==> config.mk <==
export PLATFORM = sky130hd
export DESIGN_NAME = div_sequencer
export DESIGN_NICKNAME = d
export VERILOG_FILES = /design/src/rtl/div_sequencer.sv
export SDC_FILE = /design/constraint.sdc
export NUM_CORES = 1
export LEC_CHECK = 0
export CORE_MARGIN = 2
export CORE_UTILIZATION = 43
export DETAILED_ROUTE_END_ITERATION = 10
export PLACE_DENSITY = 0.81
export SLEW_MARGIN = 40
export SYNTH_ARGS = -nofsm -noshare
export SYNTH_HDL_FRONTEND = slang
export SYNTH_SLANG_ARGS = --single-unit
==> constraint.sdc <==
create_clock -name in_clk -period 6.2 [get_ports in_clk]
set_clock_uncertainty 0.2 [all_clocks]
set_input_delay 0.62 -clock in_clk [delete_from_list [all_inputs] [get_ports in_clk]]
set_output_delay 0.62 -clock in_clk [all_outputs]
set_load 0.005 [all_outputs]
==> src/rtl/div_sequencer.sv <==
// div_sequencer: multi-cycle control stage around a combinational 32-bit array divider.
// Latches DIV operands, drives the divider with unsigned magnitudes, waits a fixed
// settle window, then sign-corrects quotient/remainder into LO/HI with a done pulse.
// Divide-by-zero and signed overflow (0x80000000 / -1) bypass the divider entirely.
//
// Build option: define DIV_SIGN_FIXUP_EN for signed support; when undefined, in_signed
// is ignored, operands/results pass raw and the signed-overflow bypass is removed.
//
// Ports:
//   in_clk, in_rst_n                 clock, async active-low reset
//   in_start, in_signed              request (sampled in idle) and signedness
//   in_dividend, in_divisor          operands, sampled with in_start
//   out_busy, out_done               not-idle flag, one-cycle completion pulse
//   out_div_zero                     last completed op had a zero divisor
//   out_lo, out_hi                   quotient / remainder registers
//   out_div_dividend/out_div_divisor magnitudes driven to the divider
//   in_div_quotient/in_div_remainder unsigned divider results
module div_sequencer #(
  parameter int unsigned SETTLE_CYCLES = 4
) (
  input  logic        in_clk,
  input  logic        in_rst_n,
  input  logic        in_start,
  input  logic        in_signed,
  input  logic [31:0] in_dividend,
  input  logic [31:0] in_divisor,
  output logic        out_busy,
  output logic        out_done,
  output logic        out_div_zero,
  output logic [31:0] out_lo,
  output logic [31:0] out_hi,
  output logic [31:0] out_div_dividend,
  output logic [31:0] out_div_divisor,
  input  logic [31:0] in_div_quotient,
  input  logic [31:0] in_div_remainder
);

  if (SETTLE_CYCLES < 1 || SETTLE_CYCLES > 15) begin : g_bad_settle
    $error("SETTLE_CYCLES must be in 1..15");
  end

  typedef enum logic [1:0] {StIdle, StSettle, StFixup} state_e;

  state_e      state_q, state_d;
  logic [3:0]  cnt_q, cnt_d;
  logic        q_neg_q, q_neg_d;
  logic        r_neg_q, r_neg_d;
  logic        zero_q, zero_d;      // div-zero flag of the op in flight
  logic [31:0] raw_q_q, raw_q_d;
  logic [31:0] raw_r_q, raw_r_d;
  logic [31:0] dd_q, dd_d;
  logic [31:0] dv_q, dv_d;
  logic [31:0] lo_q, lo_d;
  logic [31:0] hi_q, hi_d;
  logic        div_zero_q, div_zero_d;
  logic        done_q, done_d;

  // Operand decode, evaluated on the raw inputs for the idle-state start.
  logic        a_neg, b_neg, ovf;
`ifdef DIV_SIGN_FIXUP_EN
  assign a_neg = in_signed & in_dividend[31];
  assign b_neg = in_signed & in_divisor[31];
  assign ovf   = in_signed && (in_dividend == 32'h8000_0000) && (in_divisor == 32'hFFFF_FFFF);
`else
  logic unused_signed;
  assign unused_signed = in_signed;
  assign a_neg = 1'b0;
  assign b_neg = 1'b0;
  assign ovf   = 1'b0;
`endif

  always_comb begin
    state_d    = state_q;
    cnt_d      = cnt_q;
    q_neg_d    = q_neg_q;
    r_neg_d    = r_neg_q;
    zero_d     = zero_q;
    raw_q_d    = raw_q_q;
    raw_r_d    = raw_r_q;
    dd_d       = dd_q;
    dv_d       = dv_q;
    lo_d       = lo_q;
    hi_d       = hi_q;
    div_zero_d = div_zero_q;
    done_d     = 1'b0;

    unique case (state_q)
      StIdle: begin
        if (in_start) begin
          q_neg_d = a_neg ^ b_neg;
          r_neg_d = a_neg;
          dd_d    = a_neg ? (32'd0 - in_dividend) : in_dividend;
          dv_d    = b_neg ? (32'd0 - in_divisor) : in_divisor;
          zero_d  = 1'b0;
          if (in_divisor == 32'd0) begin
            // Bypass results are staged as raw values with no sign correction.
            raw_q_d = 32'hFFFF_FFFF;
            raw_r_d = in_dividend;
            q_neg_d = 1'b0;
            r_neg_d = 1'b0;
            zero_d  = 1'b1;
            state_d = StFixup;
          end else if (ovf) begin
            raw_q_d = 32'h8000_0000;
            raw_r_d = 32'd0;
            q_neg_d = 1'b0;
            r_neg_d = 1'b0;
            state_d = StFixup;
          end else begin
            cnt_d   = 4'(SETTLE_CYCLES - 1);
            state_d = StSettle;
          end
        end
      end
      StSettle: begin
        if (cnt_q == 4'd0) begin
          raw_q_d = in_div_quotient;
          raw_r_d = in_div_remainder;
          state_d = StFixup;
        end else begin
          cnt_d = cnt_q - 4'd1;
        end
      end
      StFixup: begin
        lo_d       = q_neg_q ? (32'd0 - raw_q_q) : raw_q_q;
        hi_d       = r_neg_q ? (32'd0 - raw_r_q) : raw_r_q;
        div_zero_d = zero_q;
        done_d     = 1'b1;
        state_d    = StIdle;
      end
      default: state_d = StIdle;
    endcase
  end

  always_ff @(posedge in_clk or negedge in_rst_n) begin
    if (!in_rst_n) begin
      state_q    <= StIdle;
      cnt_q      <= 4'd0;
      q_neg_q    <= 1'b0;
      r_neg_q    <= 1'b0;
      zero_q     <= 1'b0;
      raw_q_q    <= 32'd0;
      raw_r_q    <= 32'd0;
      dd_q       <= 32'd0;
      dv_q       <= 32'd0;
      lo_q       <= 32'd0;
      hi_q       <= 32'd0;
      div_zero_q <= 1'b0;
      done_q     <= 1'b0;
    end else begin
      state_q    <= state_d;
      cnt_q      <= cnt_d;
      q_neg_q    <= q_neg_d;
      r_neg_q    <= r_neg_d;
      zero_q     <= zero_d;
      raw_q_q    <= raw_q_d;
      raw_r_q    <= raw_r_d;
      dd_q       <= dd_d;
      dv_q       <= dv_d;
      lo_q       <= lo_d;
      hi_q       <= hi_d;
      div_zero_q <= div_zero_d;
      done_q     <= done_d;
    end
  end

  assign out_busy         = (state_q != StIdle);
  assign out_done         = done_q;
  assign out_div_zero     = div_zero_q;
  assign out_lo           = lo_q;
  assign out_hi           = hi_q;
  assign out_div_dividend = dd_q;
  assign out_div_divisor  = dv_q;

endmodule

# --- Word level (Yosys, flattened, before mapping) ---
# Cells that the tools add are included.
word_totals:
  register_bits: 201
  out_inout_bits: 131
classes:
  add_sub_neg: 1
  n_eq_ne: 7
  muxes: 18
  reduce_logical: 9
ops:
  columns: ["cell", "n"]
  rows:
  - ["32-bit two-way mux", 6]
  - ["32-bit one-hot mux with 2 select lines", 2]
  - ["32-bit logical NOT", 1]
  - ["4-bit two-way mux", 3]
  - ["2-bit inequality test (second input constant)", 5]
  - ["4-bit one-hot mux with 2 select lines", 1]
  - ["4-bit AND reduction", 2]
  - ["2-bit two-way mux", 3]
  - ["4-bit logical NOT", 1]
  - ["2-bit one-hot mux with 2 select lines", 1]
  - ["2-bit AND reduction", 2]
  - ["2-bit nonzero test", 2]
  - ["4-bit by 1-bit subtractor with 4-bit output (second input constant)", 1]
  - ["2-bit by 1-bit equality test with 1-bit output (second input constant)", 1]
  - ["2-bit equality test (second input constant)", 1]
  - ["2-bit logical NOT", 1]
  - ["1-bit two-way mux", 2]

# --- Longest topological paths before layout ---
# Gate-level depths: netlist of run 1.
logic_depth:
  depth_word: 4
  depth_mapped: 8
  mapped_depth_nobuf: 6

# --- Least setup slack after synthesis of run 1 ---
# No wires, ideal clock.
synth_path:
  path_kind: "input -> register"
  from: "in in_divisor[1]"
  to: "reg raw_q_q[5]"
  path_buffers: 2
  arrival_time_ns: 1.724
  path_slack_ns: 4.198
  setup_ns: 0.077
  stages: 6
  required_ns: 5.923
  path_cell_list: "nor4_1 and4_1 buf_2 nand2_1 clkbuf_1 a21oi_1"
synth_via:
  elab_chain_cells: 3
synth_rtl:
  columns: ["element", "line_no", "source"]
  rows:
  - ["from (decl)", "26", "input logic [31:0] in_divisor,"]
  - ["32-bit logical NOT", "95", "if (in_divisor == 32'd0) begin"]
  - ["2-bit inequality test (no line)", null, null]
  - ["4-bit AND reduction (no line)", null, null]
  - ["to (signal assigned)", "156", "raw_q_q <= raw_q_d;"]
  - ["to (decl)", "49", "logic [31:0] raw_q_q, raw_q_d;"]
# Every way passes these cells.
# A chain may end at the register's enable or synchronous reset.

# --- Final worst setup path of run 1 ---
layout_path:
  from: "reg state_q[0]"
  to: "reg raw_q_q[24]"
layout_via:
  elab_chain_cells: 3
layout_rtl:
  columns: ["element", "line_no", "source"]
  rows:
  - ["from (decl)", "44", "state_e state_q, state_d;"]
  - ["from (signal assigned)", "137", "state_q <= StIdle;"]
  - ["from (signal assigned)", "151", "state_q <= state_d;"]
  - ["2-bit by 1-bit equality test with 1-bit output / 2-bit logical NOT (equally long branches)", "87", "unique case (state_q)"]
  - ["2-bit inequality test (no line) / 2-bit nonzero test (equally long branches)", null, null]
  - ["4-bit AND reduction (no line)", null, null]
# Parallel ways exist; a longest one is shown, timed or not.

==> results of run 1 <==
[registers in the layout (all words and copies together), names as in the netlist]
register,count
out_div_zero,1
out_hi,32
out_div_dividend,32
raw_r_q,32
out_div_divisor,32
out_done,1
out_lo,32
raw_q_q,32
zero_q,1
state_q,2
cnt_q,4
[synthesized netlist by cell type]
cell type / number
a21oi_1: 69
a22oi_1: 1
and4_1: 2
buf_1: 5
buf_2: 21
buf_4: 3
clkbuf_1: 53
dfrtp_1: 201
ha_1: 2
inv_1: 16
mux2_2: 33
nand2_1: 393
nand2b_1: 1
nand3_1: 32
nand4_1: 34
nor2_1: 35
nor2b_1: 1
nor3_1: 2
nor3b_1: 2
nor4_1: 19
nor4b_1: 21
o211ai_1: 32
o21ai_0: 4
o21ai_4: 1
o22ai_1: 34
or2_2: 1
or3_1: 1
or3b_1: 2
[logic make-up after synthesis]
family	count (synthesis)	share of synthesized area, %
compound gates	141	9.31
fa+ha+maj	2	0.277
mux	33	4.11
flops	201	55.6
buf+inv	98	4.48
simple gates	546	26.2
[worst reg2reg max path: cells and delay by family, from the launching register on]
family	cells	cell delay (ns)
compound gates	2	0.47
buf+inv	3	0.83
flops	1	0.52
simple gates	2	0.89
[area by class of cell]
cell class                 instances  share of cell area [%]
sequential                       201                    39.7
multi-input combinational        722                    28.7
timing repair buffer             283                    22.5
clock buffer                      32                    4.97
tap                              275                    2.72
clock inverter                     7                   0.889
inverter                          16                   0.494
[worst min path at each step]
stage	start	endpoint	slack, ns
after global routing	zero_q	out_div_zero	0.29
after global placement	zero_q	out_div_zero	0.26
after detailed placement	zero_q	out_div_zero	0.26
after floorplan	in_rst_n	cnt_q[0]	0.12
after CTS	in_rst_n	out_lo[10]	0.03
final	out_hi[7]	out_hi[7]	0.27
[power by group]
group	switching (W)	total, W	internal (W)
combinational	0.00133	0.00270	0.00137
sequential	0.000396	0.00232	0.00193
clock	0.000523	0.00135	0.000828
[timing repair]
action / in CTS / in global routing
setup buffers: 0 / 0
hold endpoints to repair: 0 / 22
hold buffers: 0 / 1
[per-layer routing]
metal	up-vias	GRT usage, %
met3	37	6.57
met5	-	0
met1	4075	31.6
met4	0	6.24
li1	3895	-
met2	395	40.9
[per-stage QoR]
step	hold slack (ns)	cell area [µm²]	instances	worst slack [ns]
floorplan	0.124	9040	1021	4.20
global placement	0.255	11800	1490	2.46
detailed placement	0.258	11900	1494	3.13
CTS	0.0256	12600	1533	3.15
global route	0.286	12700	1536	2.95
finish	0.269	12700	1536	3.15
==> summary.txt, run 1 <==
Flow run
  • Max_cap viols: 0

Place
  • Gpl congestion: 0.818
  • Port bufs: 261
  • Post-DP HPWL: 17400 µm

Detailed routing
  • Highest metal used: met4
  • Via Count: 8402
  • Met2 routed WL: about 13000 µm
  • First drt pass iteration count: 5
  • Metal1 wirelength: 11400 µm
  • Routed wl met3: 2640 µm
  • Drt total wl: 27700 µm
  • Iter 0 DRT Violations: 500
  • DR WL/cell: approximately 18 µm
  • Via-to-Cell Ratio: 5.47
  • DR DRC count: 0
  • Final ANT Viol Nets: 0

STA
  • Worst slew margin: 48.8%
  • Post-layout minimum cycle time: 3.05 ns
  • Hold Violations, Final: 0
  • Final Max Tran Viols: 0
  • FMAX: 328 MHz
  • RSZ-0062 raised after global routing: no
  • Final setup vio count: 0
  • Tcrit/Tclk final: roughly half
  • Setup TNS: 0 ns
  • Slew @ Worst Pin: 0.767 ns

Clock tree
  • CTS Buffer Depth: 3
  • Clk sinks: roughly 200
  • Worst-path clk slew: 0.06 ns
  • Cts repair resizes: 0
  • CTS buffer count: 22
  • H-tree depth: 1
  • Root buffer cell: clkbuf_16
  • Clk_lat worst skew: 0.50 ns
  • CTS tree: yes

Critical path
  • R2R Path Start: state_q[0]
  • R2r setup slk: 3.15 ns
  • Critical path, cell by cell: buf_4 -> nor2b_4 -> buf_8 -> buf_8 -> nand2_2 -> o22ai_1 -> a21oi_1
  • Delay-heaviest family, CP: simple AND/OR/NAND/NOR gates
  • Worst EP required: approximately 6.4 ns
  • CP Buf/Inv Count: 3
  • CP dominant cell by count: buf_8
  • Crit path launch type: flip-flop
  • Max FO, Critical Path: 33
  • Crit path DAT: between 3 and 4 ns
  • Worst setup path start: state_q[0]
  • WS Path Type: reg2reg
  • Max incr delay on CP: 0.52 ns
  • Critical path's slowest cell: dfrtp_1
  • Critical Path Sink: raw_q_q[24]
  • CP Depth: 7
  • Reg2reg end: raw_q_q[24]
  • R2r worst-path depth: 7
  • CP endpoint kind: flip-flop

Synthesis
  • Netlist cell types: 28
  • Synth warn: 0
  • FF+latch count, synth: 201
  • Area contributors post-synth: dfrtp_1, nand2_1, mux2_2, a21oi_1, o211ai_1
  • Sequential share of the synthesized area: 55.6%
  • Mapped cell area: 9040 µm²
  • Post-Syn Nets: 1155
  • Share of the synthesized area in the top cell type: about 56%
  • Syn Inst Count: 1021
  • Area leader, netlist: dfrtp_1
  • Mean Syn Cell Area: between 8 and 9 µm²

Final layout
  • Commonest cells after routing, fill and taps aside: nand2_1, clkdlybuf4s50_1, dfrtp_1
  • Register area: a little over 5000 µm²
  • Share of layout cells above drive strength 1: 7.77%
  • Final Util: between 60% and 70%
  • ANT cells: 0
  • Combined area of the multi-input logic cells: between 3000 and 4000 µm²
  • Most common cell after layout, fill and taps aside: nand2_1
  • Fillers: between 1500 and 2000
  • Nets: ~1400
  • Synth-to-layout area growth: 40.0%

GRT
  • GRT overflow: 0
  • Initial antenna violation count: 0
  • First-pass GRT wire length: 44000 µm
  • GRT Total Usage: between 20% and 30%
  • Largest net degree at the start of global routing: 99
  • Vias in the first global route: about 8500

Power and ir drop
  • Pwr dens: 504 nW/µm²
  • Final Total Pwr: between 0.006 and 0.007 W
  • Maximum vdd drop: a little over 0.3 mV
  • Cell leakage power: 5.69 nW

Worst hold path
  • Worst Hold Class: reg2reg
  • Hold Path Stages: 2

Floorplan
  • # IOs: 263
  • # rows: 53
  • Initial Utilization: 43.4%
  • Die area: ~22000 µm²
  • Core ar.: 20800 µm²
  • Die Wd: 149 µm
  • Die Y: 149 µm

Run status
  • Run status: completed
No activity file was read; power rests on OpenSTA's default activity.
==> inputs of run 2 (changes only) <==
Settings changed: PLACE_DENSITY 0.81 to 0.83.
Clock period 6.2 ns to 2.7 ns, I/O delays scaled along.
==> summary.txt, run 2 (synthesis gave the netlist of run 1 again) <==
Run status
  • Run status: completed (unchanged)

Final layout
  • ANT cells: 0 (unchanged)
  • Commonest cells after routing, fill and taps aside: nand2_1, clkdlybuf4s50_1, dfrtp_1 (unchanged)
  • Most common cell after layout, fill and taps aside: nand2_1 (unchanged)
  • Final instance area: 12800 µm² (was 12700 µm²)
  • Share of layout cells above drive strength 1: 8.52% (was 7.77%)
  • Synth-to-layout area growth: 41.5% (was 40.0%)
  • Nets: 1385 (was 1380)

Critical path
  • Reg2reg end: raw_q_q[27] (was raw_q_q[24])
  • R2r setup slk: 0.40 ns (was 3.15 ns)
  • CP Depth: 2 (was 7)
  • Worst setup path start: state_q[1] (was state_q[0])
  • Max incr delay on CP: 0.50 ns (was 0.52 ns)
  • WS Path Type: reg2out (was reg2reg)
  • R2R Path Start: cnt_q[0] (was state_q[0])
  • Crit path DAT: 1.85 ns (was 3.20 ns)
  • Max FO, Critical Path: 8 (was 33)
  • CP Buf/Inv Count: 1 (was 3)
  • Crit path launch type: flip-flop (unchanged)
  • Worst EP required: 2.23 ns (was 6.35 ns)
  • Critical path's slowest cell: dfrtp_1 (unchanged)
  • Critical Path Sink: out_busy (was raw_q_q[24])
  • Critical path, cell by cell: or2_2 -> clkdlybuf4s50_1 (was buf_4 -> nor2b_4 -> buf_8 -> buf_8 -> nand2_2 -> o22ai_1 -> a21oi_1)
  • R2r worst-path depth: 7 (unchanged)
  • CP endpoint kind: output pin (was flip-flop)
  • Delay-heaviest family, CP: flip-flops (was simple AND/OR/NAND/NOR gates)

Flow run
  • Max_cap viols: 0 (unchanged)

Clock tree
  • CTS buffer count: 23 (was 22)
  • Clk_lat worst skew: 0.50 ns (about the same)
  • H-tree depth: 1 (unchanged)
  • CTS Buffer Depth: 3 (unchanged)
  • Postcts setup bufs: 0 (unchanged)
  • CTS tree: yes (unchanged)
  • Root buffer cell: clkbuf_16 (unchanged)
  • Clk sinks: 201 (unchanged)
  • Worst-path clk slew: 0.06 ns (about the same)

Place
  • Gpl congestion: 0.813 (was 0.818)
  • Port bufs: 261 (unchanged)
  • DP Area: 12000 µm² (was 11900 µm²)
  • Post-DP HPWL: 18100 µm (was 17400 µm)

GRT
  • Vias in the first global route: 8562 (was 8536)
  • First-pass GRT wire length: 44600 µm (was 44000 µm)
  • Initial antenna violation count: 1 (was 0)
  • GRT overflow: 0 (unchanged)
  • Largest net degree at the start of global routing: 68 (was 99)
  • GRT Total Usage: 24.9% (was 24.4%)

STA
  • Setup TNS: 0 ns (unchanged)
  • Final setup vio count: 0 (unchanged)
  • Final Max Tran Viols: 0 (unchanged)
  • Worst slew margin: 49.1% (was 48.8%)
  • Hold Violations, Final: 0 (unchanged)
  • Post-layout minimum cycle time: 2.32 ns
  • Tcrit/Tclk final: 86.1%
  • FMAX: 430 MHz
  • RSZ-0062 raised after global routing: no (unchanged)
  • Slew @ Worst Pin: 0.764 ns (was 0.767 ns)

Floorplan
  • Core ar.: 20800 µm² (unchanged)
  • Die area: 22200 µm² (unchanged)
  • Die Y: 149 µm (unchanged)
  • # rows: 53 (unchanged)
  • # IOs: 263 (unchanged)
  • Die Wd: 149 µm (unchanged)
  • Initial Utilization: 43.4% (unchanged)

Power and ir drop
  • Pwr dens: 1150 nW/µm² (was 504 nW/µm²)
  • Final Total Pwr: 0.0148 W (was 0.00637 W)
  • Maximum vdd drop: 0.646 mV (was 0.304 mV)
  • Cell leakage power: 5.77 nW (was 5.69 nW)

Detailed routing
  • Drt total wl: 27700 µm (about the same)
  • DR DRC count: 0 (unchanged)
  • Via-to-Cell Ratio: 5.53 (was 5.47)
  • Iter 0 DRT Violations: 493 (was 500)
  • DR WL/cell: 18.0 µm (about the same)
  • First drt pass iteration count: 6 (was 5)
  • Final ANT Viol Nets: 0 (unchanged)
  • Via Count: 8521 (was 8402)

Worst hold path
  • Worst Hold Class: in2async (was reg2reg)
[run 2: changes by cell type in the layout (fill, tap and decap cells not counted), sizes merged]
cell and delta:
buf +3, clkbuf -2, clkinv +3, clkinvlp +1
inv +1
[run 2: per-stage QoR]
| step | cells | worst slack, ns | hold WS [ns] | util (%) |
|---|---|---|---|---|
| final | 1542 | 0.376 | 0.102 | 61.5 |
| after global routing | 1542 | 0.274 | 0.115 | 61.5 |
| after CTS | 1542 | 0.345 | 0.107 | 61.5 |
| after detailed placement | 1500 | 0.302 | 0.0816 | 57.6 |
| after global placement | 1498 | 0.355 | 0.0765 | 57.5 |
| after floorplan | 1021 | 0.703 | -0.226 | - |
[run 2: layout make-up]
| class | instances | area, µm² |
|---|---|---|
| clock buffers | 29 | 648 |
| clock inverters | 12 | 144 |
| fillers | 1733 | 8030 |
| inverters | 16 | 60.1 |
| multi-input cells | 722 | 3630 |
| flip-flops and latches | 201 | 5030 |
| well taps | 275 | 344 |
| repair buffers | 287 | 2940 |
[run 2: power breakdown]
part | internal, W | leakage, nW | switching (W)
Clock | 0.00199 | 0.391 | 0.00126
Sequential | 0.00443 | 2.47 | 0.000920
Combinational | 0.00318 | 2.91 | 0.00301
[run 2: worst register-to-register path, cell delays in order, from the launching register on]
cell     delay, ns
dfrtp_1       0.40
inv_1         0.11
ha_1          0.21
or3b_1        0.42
o21ai_4       0.16
buf_4         0.40
o22ai_1       0.17
a21oi_1       0.15
[run 2: worst min-delay path by stage]
stage	cells past startpoint	slack [ns]	startpoint	to
2_1_floorplan	0	-0.23	in_rst_n	cnt_q[0]
3_3_place_gp	1	0.08	in_rst_n	out_lo[30]
3_5_place_dp	1	0.08	in_rst_n	out_lo[30]
4_1_cts	2	0.11	in_rst_n	out_lo[30]
5_1_grt	3	0.12	in_dividend[27]	out_div_dividend[27]
6_report	2	0.10	in_rst_n	out_lo[30]
[run 2: repair_timing]
action                                 CTS  global route
resized for setup                        0             0
endpoints found under the hold margin  182             0
hold buffers                             1             0
[run 2: metal layers]
| layer | global-route usage (%) | vias to the layer above | wire [µm] | part of all wire [%] |
|---|---|---|---|---|
| li1 | - | 3930 | - | - |
| met1 | 32.4 | 4098 | 11100 | 40 |
| met2 | 41.1 | 425 | 13200 | 48 |
| met3 | 6.33 | 66 | 2650 | 9.6 |
| met4 | 8.10 | 2 | 714 | 2.6 |
| met5 | 0 | - | 16 | 0.058 |
==> RTL change (flow settings as in run 2) <==
Add an input register stage for `in_div_quotient`, cleared by the reset; this delays it by one clock. The other inputs are not delayed to match.
--- a/src/rtl/div_sequencer.sv
+++ b/src/rtl/div_sequencer.sv
@@ -34,6 +34,16 @@
   input  logic [31:0] in_div_quotient,
   input  logic [31:0] in_div_remainder
 );
+
+  logic [31:0] in_div_quotient_q;
+
+  always_ff @(posedge in_clk or negedge in_rst_n) begin
+    if (!in_rst_n) begin
+      in_div_quotient_q <= '0;
+    end else begin
+      in_div_quotient_q <= in_div_quotient;
+    end
+  end
 
   if (SETTLE_CYCLES < 1 || SETTLE_CYCLES > 15) begin : g_bad_settle
     $error("SETTLE_CYCLES must be in 1..15");
@@ -114,7 +124,7 @@
       end
       StSettle: begin
         if (cnt_q == 4'd0) begin
-          raw_q_d = in_div_quotient;
+          raw_q_d = in_div_quotient_q;
           raw_r_d = in_div_remainder;
           state_d = StFixup;
         end else begin
Check against the original RTL: not equivalent (Yosys sat finds a counterexample within 10 cycles, from zero or initial values and one cycle with in_rst_n low).
==> RTL change against run 2 <==
Total power up 8.1%; sequential cell count increased by 32; setup slack got worse by 11 ps; area after synthesis grew 8.6%; non-clock buffer count rose by 30; final cell count is 4.2% lower; highest routed layer is now met4; routed wire length grew 4.7%; design area is 9.0% higher; critical path depth unchanged.
==> RTL change: results (changes against run 2) <==
buffering overhead 22.9% (-0.027 points); hold buffer count at CTS 28 (+27); multiplexer share of the synthesized area 11.2% (+7.1 points); Seq area share 41.8% (+2.5 points); #MultiIn Comb 592 (-18%); GR Layer Usage met1 31.5% (-0.92 points); HPWL after DPL 18300 µm (+1.5%); first-iteration detailed-routing DRC count 624 (+27%); switching pwr 5.34 mW (+2.9%); Non-clk invs 4 (-12); Unique masters post-synth 30 (+7.1%); Yosys reg bits 233 (+16%); Met1 Wirelength 11600 µm (+4.7%); CTS buffer count 25 (+8.7%); share of cells above drive strength 1 15.0% (+6.5 points); Hold Path Class input port to flop; outcome completed; via count of the routed design 8417 (-1.2%); highest routed layer met4; total track usage 24.0% (-0.90 points); GRT met2 Usage 39.9% (-1.2 points); clkbuf count 33 (+14%); reg2reg end raw_q_q[12]; Adder-Cell Fraction of Synth Area 0.255% (-0.022 points); CP max stage delay 530 ps (+30 ps); Max VDD drop 645 µV (about the same); multi-input logic area 3670 µm² (+0.96%); Buffers excl. clock 317 (+10%); met2 wire length 14300 µm (+8.6%); Worst Tran Pin Value 740 ps (-24.0 ps); slowest stage cell, crit path dfrtp_2; largest net degree at the start of global routing 83 (+22%); seq pwr 5.90 mW (+10%); # diodes 1 (+1)
[RTL change: cell count changes in the layout (fill, tap and decap cells not counted), moves of 3 or more]
cell	change
mux2_2	+65
nor4b_1	+11
dfrtp_1	+31
nand2_1	-195
buf_12	-3
inv_1	-11
dlygate4sd3_1	+27
nor4_1	-11
buf_4	+6
[RTL change: how the worst max path moves through the flow]
stage	to	slack (ps)	cells after the start	startpoint
detailed placement	state_q[0]	200	6	in_divisor[18]
finish	out_busy	360	2	state_q[1]
CTS	out_busy	350	2	state_q[1]
global placement	state_q[0]	290	6	in_divisor[3]
floorplan	raw_r_q[1]	670	8	cnt_q[0]
global route	out_busy	290	2	state_q[1]
[RTL change: per-stage QoR]
stage               utilization (%)  hold slack [ps]  worst slack (ps)  power, mW  cell area (µm²)
floorplan                         -             -226               674       9.06             9820
global placement               56.7              107               294       12.0            12800
detailed placement             56.8              114               203       12.3            12800
CTS                            62.0             2.52               350       16.0            13900
global route                   62.0             6.83               290       16.9            13900
finish                         62.0             16.9               365       16.0            13900
